[config.mk]
export PLATFORM = sky130hd
export DESIGN_NAME = mem_arbiter
export DESIGN_NICKNAME = d
export VERILOG_FILES = /design/src/rtl/mem_arb_pkg.sv /design/src/rtl/mem_arbiter_tag_fifo.sv /design/src/rtl/mem_arbiter.sv
export SDC_FILE = /design/constraint.sdc
export NUM_CORES = 1
export LEC_CHECK = 0
export BUFFER_PORTS_ARGS = -buffer_cell sky130_fd_sc_hd__buf_2
export CORE_AREA = 2 2 83 85
export CTS_BUF_LIST = sky130_fd_sc_hd__clkbuf_2 sky130_fd_sc_hd__clkbuf_4 sky130_fd_sc_hd__clkbuf_8
export DETAILED_ROUTE_END_ITERATION = 8
export DIE_AREA = 0 0 85 87
export PLACE_DENSITY = 0.71
export RECOVER_POWER = 50
export SLEW_MARGIN = 5
export SYNTH_ARGS = -nofsm -noshare
export SYNTH_HDL_FRONTEND = slang
export SYNTH_SLANG_ARGS = --single-unit
[constraint.sdc]
create_clock -name clock_i -period 6.3 [get_ports clock_i]
set_clock_uncertainty 0.05 [all_clocks]
set_input_delay 0.315 -clock clock_i [delete_from_list [all_inputs] [get_ports clock_i]]
set_output_delay 0.315 -clock clock_i [all_outputs]
set_load 0.02 [all_outputs]
[src/rtl/mem_arb_pkg.sv]
// Shared constants for the two-port block-RAM arbiter.
// Tag values identify the owner of each outstanding read.
package mem_arb_pkg;

    localparam logic TAG_INSTR = 1'b1;
    localparam logic TAG_DATA  = 1'b0;

    typedef enum logic [1:0] {
        SEL_NONE  = 2'd0,
        SEL_INSTR = 2'd1,
        SEL_DATA  = 2'd2
    } sel_e;

endpackage

[src/rtl/mem_arbiter_tag_fifo.sv]
// In-order owner FIFO for outstanding slave reads (1-bit tags).
// Push is refused when full, even if a pop happens in the same cycle.
module tag_fifo #(
    parameter int DEPTH = 4
) (
    input  logic clock_i,
    input  logic reset_i,
    input  logic push_i,
    input  logic tag_i,
    input  logic pop_i,
    output logic full_o,
    output logic empty_o,
    output logic head_o
);

    localparam int AW = $clog2(DEPTH);

    logic [DEPTH-1:0] mem_q, mem_d;
    logic [AW-1:0]    wr_q, wr_d;
    logic [AW-1:0]    rd_q, rd_d;
    logic [AW:0]      cnt_q, cnt_d;
    logic             push_ok;
    logic             pop_ok;

    assign full_o  = (cnt_q == (AW+1)'(DEPTH));
    assign empty_o = (cnt_q == '0);
    assign head_o  = mem_q[rd_q];
    assign push_ok = push_i & ~full_o;
    assign pop_ok  = pop_i & ~empty_o;

    always_comb begin
        mem_d = mem_q;
        wr_d  = wr_q;
        rd_d  = rd_q;
        cnt_d = cnt_q + {{AW{1'b0}}, push_ok} - {{AW{1'b0}}, pop_ok};
        if (push_ok) begin
            mem_d[wr_q] = tag_i;
            wr_d        = wr_q + 1'b1;
        end
        if (pop_ok) begin
            rd_d = rd_q + 1'b1;
        end
    end

    always_ff @(posedge clock_i) begin
        if (reset_i) begin
            mem_q <= '0;
            wr_q  <= '0;
            rd_q  <= '0;
            cnt_q <= '0;
        end else begin
            mem_q <= mem_d;
            wr_q  <= wr_d;
            rd_q  <= rd_d;
            cnt_q <= cnt_d;
        end
    end

endmodule

[src/rtl/mem_arbiter.sv]
// Arbiter sharing one BRAM slave between I-cache refill and data port.
// Define MEMARB_DPRIO_EN for strict data priority instead of round-robin.
module mem_arbiter
    import mem_arb_pkg::*;
#(
    parameter  int WIDTH   = 32,
    parameter  int ADDRESS = 10,
    parameter  int DEPTH   = 4,
    localparam int BES     = WIDTH / 8
) (
    input  logic               clock_i,
    input  logic               reset_i,
    input  logic               i_read_i,
    output logic               i_rack_o,
    output logic               i_ready_o,
    input  logic [ADDRESS-1:0] i_addr_i,
    output logic [WIDTH-1:0]   i_data_o,
    input  logic               d_read_i,
    input  logic               d_write_i,
    output logic               d_rack_o,
    output logic               d_wack_o,
    output logic               d_ready_o,
    output logic               d_busy_o,
    input  logic [ADDRESS-1:0] d_addr_i,
    input  logic [BES-1:0]     d_bes_ni,
    input  logic [WIDTH-1:0]   d_data_i,
    output logic [WIDTH-1:0]   d_data_o,
    output logic               m_read_o,
    output logic               m_write_o,
    input  logic               m_rack_i,
    input  logic               m_wack_i,
    input  logic               m_ready_i,
    input  logic               m_busy_i,
    output logic [ADDRESS-1:0] m_addr_o,
    output logic [BES-1:0]     m_bes_no,
    output logic [WIDTH-1:0]   m_data_o,
    input  logic [WIDTH-1:0]   m_data_i,
    output logic               err_o
);

    sel_e sel;
    logic full, empty, head;
    logic i_req, d_req;
    logic gnt_i, gnt_d, d_rd;
    logic push, pop, accept;
    logic err_q, err_d;
    logic tie_data;

`ifdef MEMARB_DPRIO_EN
    assign tie_data = 1'b1;
`else
    logic last_q, last_d;

    // Round-robin: the port that did not win last time takes the tie.
    assign tie_data = (last_q == TAG_INSTR);

    always_comb begin
        last_d = last_q;
        if (accept) begin
            last_d = gnt_i ? TAG_INSTR : TAG_DATA;
        end
    end

    always_ff @(posedge clock_i) begin
        if (reset_i) begin
            last_q <= TAG_DATA;
        end else begin
            last_q <= last_d;
        end
    end
`endif

    // Reads are blocked when the tag FIFO is full; writes never are.
    assign i_req = i_read_i & ~full;
    assign d_req = d_write_i | (d_read_i & ~full);

    always_comb begin
        sel = SEL_NONE;
        unique case ({i_req, d_req})
            2'b11:   sel = tie_data ? SEL_DATA : SEL_INSTR;
            2'b10:   sel = SEL_INSTR;
            2'b01:   sel = SEL_DATA;
            default: sel = SEL_NONE;
        endcase
    end

    assign gnt_i = (sel == SEL_INSTR);
    assign gnt_d = (sel == SEL_DATA);
    assign d_rd  = gnt_d & ~d_write_i;

    assign m_read_o  = gnt_i | d_rd;
    assign m_write_o = gnt_d & d_write_i;
    assign m_addr_o  = gnt_i ? i_addr_i : d_addr_i;
    assign m_bes_no  = gnt_i ? '0 : d_bes_ni;
    assign m_data_o  = gnt_i ? '0 : d_data_i;

    assign i_rack_o = m_rack_i & gnt_i;
    assign d_rack_o = m_rack_i & d_rd;
    assign d_wack_o = m_wack_i & m_write_o;
    assign d_busy_o = m_busy_i | ((d_read_i | d_write_i) & ~gnt_d);

    assign accept = (m_rack_i & m_read_o) | (m_wack_i & m_write_o);
    assign push   = i_rack_o | d_rack_o;
    assign pop    = m_ready_i & ~empty;

    assign i_ready_o = pop & (head == TAG_INSTR);
    assign d_ready_o = pop & (head == TAG_DATA);
    assign i_data_o  = m_data_i;
    assign d_data_o  = m_data_i;

    tag_fifo #(
        .DEPTH (DEPTH)
    ) u_tag_fifo (
        .clock_i (clock_i),
        .reset_i (reset_i),
        .push_i  (push),
        .tag_i   (gnt_i ? TAG_INSTR : TAG_DATA),
        .pop_i   (pop),
        .full_o  (full),
        .empty_o (empty),
        .head_o  (head)
    );

    assign err_d = err_q | (m_ready_i & empty);
    assign err_o = err_q;

    always_ff @(posedge clock_i) begin
        if (reset_i) begin
            err_q <= 1'b0;
        end else begin
            err_q <= err_d;
        end
    end

endmodule

==> results.md <==
- CP endpoint kind: primary output
- Commonest non-fill, non-tap cell in the layout: buf_2
- Latest clock arrival within the worst-skew pair: 250 ps
- Routed len/inst: 19.2 um
- Antenna violations before repair: 0
- Routability cong.: 0.843
- GRT overflow: 0
- Mean post-synth cell area: 8.39 um2
- Hold Vio Cnt, Final: 0
- Resized cells post-CTS: 0
- End of the worst register-to-register path: u_tag_fifo.cnt_q[2]
- Die W: 85 um
- FF-to-FF setup slack: 3920 ps
- Ys flop type: dfxtp_1
- Port bufs: 119
- Net Count, Synth: 304
- Chip height: 87 um
- Largest net degree at the start of global routing: 49
- Ys async rst share: 0
- I/O pins: 216
- Fin nets: 357
- Share of layout cells above drive strength 1: 0.548
- CP max FO: 48
- YS warnings: 0
- CTS Buffer Depth: 2
- Die area: 0.00740 mm2
- Worst Slack Setup Final: 3610 ps
- Number of distinct library cells after synthesis: 35
- Drt pass-1 iters: 4
- Setup TNS: 0 ps
- # hold bufs at CTS: 0
- Peak supply drop: 0.188 mV
- Period minus WS final: 2690 ps
- Outcome: completed
- Number of synthesized flops with an enable pin: 0
- Crit. Startpoint: u_tag_fifo.cnt_q[2]
- Setup bufs post-CTS: 0
- Min-delay worst type: in2reg
- Slew HR: 0.644
- Critical path class: reg2out
- Initial Utilization: 0.255
- Power Dens Cells: 277 mW/mm2
- First DRT Iteration DRCs: 47
- First-pass GRT wire length: 8460 um
- Vias in the first global route: 1350
- Antenna fix cells: 0
- Clock root cell: clkbuf_8
- CP Data Required Time: 5930 ps
- CTS Sinks: 13
- P_leak: 0.987 nW
- Core area: 0.00657 mm2
- Seq cells post-synth: 13
- P&R area growth vs syn: 12.6%
- Vias per cell: 4.49
- Setup crit start kind: flop
- Fmax: 372 MHz
- DP HPWL: 5490 um
- Final ANT Viol Nets: 0
- R2r startpoint: u_tag_fifo.cnt_q[1]
- Final period utilization: 0.427
- Final setup viols: 0
- Clock-pin slew on the worst setup and hold paths: 60 ps
- # rows: 30
- Slew of the pin with the lowest slew margin: 533 ps
- Total Wirelength: 6380 um
- Post-placement setup slack: 3910 ps
- Max-cap violations: 0
- WHS: 300 ps
- CTS Buf Count: 3
- CTS tree: built
- Crit path to: m_addr_o[7]
- Post-Synthesis Cells: 200
- Total GRT Usage: 0.157
- Tot Pwr: 0.524 mW
- Synth Cell Area: 0.00168 mm2
- DR DRC count: 0
- Slew Limit Fails: 0
- Seq/Total Area, Yosys: 0.155
- Worst R2R Path Depth: 9
- CTS H-tree lvls: 1
- RSZ-0062 raised after global routing: no
- WP data arrival: 2330 ps
- Most frequent cells in the layout: buf_2, and2_1, dfxtp_1
- Routed via count: 1490
==> Yosys cell counts (2+ instances only) <==
cell      instances  area [um2]
nor3_1            2        10.0
nand2_1           2        7.51
and2_1           37         231
nand2b_1          6        37.5
nor2b_1           4        25.0
dfxtp_1          13         260
clkbuf_1          3        11.3
buf_4            67         503
o2111a_1          4        45.0
buf_6             2        22.5
nor2_1            8        30.0
mux2_2           11         124
inv_1             8        30.0
xor2_1            2        17.5
mux2i_1           5        50.1
xnor2_1           2        17.5
ha_1              6        75.1
==> worst max-delay path, cell delays in order, from the launching register on <==
cell	delay, ps
dfxtp_1	420
or3b_1	560
nand3_1	150
buf_4	370
mux2_2	390
buf_2	160
==> logic make-up after synthesis <==
| kind of cell | synth area share |
|---|---|
| buf+inv | 0.338 |
| fa+ha+maj | 0.0567 |
| flops | 0.155 |
| xor+xnor | 0.0209 |
| compound gates | 0.0776 |
| simple gates | 0.226 |
| mux | 0.126 |
==> per-layer routing <==
layer	up-vias	track usage	wire, um
met5	-	0	0
met4	0	0.0144	17
met2	142	0.200	2430
met1	661	0.238	2960
met3	4	0.0796	966
li1	683	-	-
==> stage by stage <==
step | instance area [um2] | utilization | std cells
finish | 1890 | 0.288 | 332
global route | 1890 | 0.288 | 332
CTS | 1890 | 0.288 | 332
detailed placement | 1840 | 0.281 | 328
global placement | 1840 | 0.281 | 328
floorplan | 1680 | - | 200
==> state kept, by name, indices dropped and copies added, names as in the netlist <==
| signal | cells |
|---|---|
| err_o | 1 |
| u_tag_fifo.wr_q | 2 |
| u_tag_fifo.mem_q | 4 |
| u_tag_fifo.rd_q | 2 |
| last_q | 1 |
| u_tag_fifo.cnt_q | 3 |
==> layout make-up <==
cell class                      instances  area (um2)
Clock buffer                            3        41.3
Sequential cell                        13         260
Multi-Input combinational cell        107         851
Tap cell                               80         100
Timing Repair Buffer                  120         602
Fill cell                             711        4680
Inverter                                8        30.0
Clock inverter                          1        5.00
==> report_power, final <==
group	internal [mW]	switching, mW
clock	0.0438	0.0331
combinational	0.133	0.195
sequential	0.0998	0.0184
total	0.277	0.247
==> worst min path at each step <==
stage / start / end / cells past startpoint / slack, ps
floorplan: u_tag_fifo.mem_q[2] / u_tag_fifo.mem_q[2] / 2 / 390
global placement: err_o / err_o / 2 / 410
detailed placement: u_tag_fifo.mem_q[3] / u_tag_fifo.mem_q[3] / 2 / 410
CTS: m_ready_i / err_o / 3 / 300
global route: m_ready_i / err_o / 3 / 330
finish: m_ready_i / err_o / 3 / 300
Power figures use the tool's default switching activity.
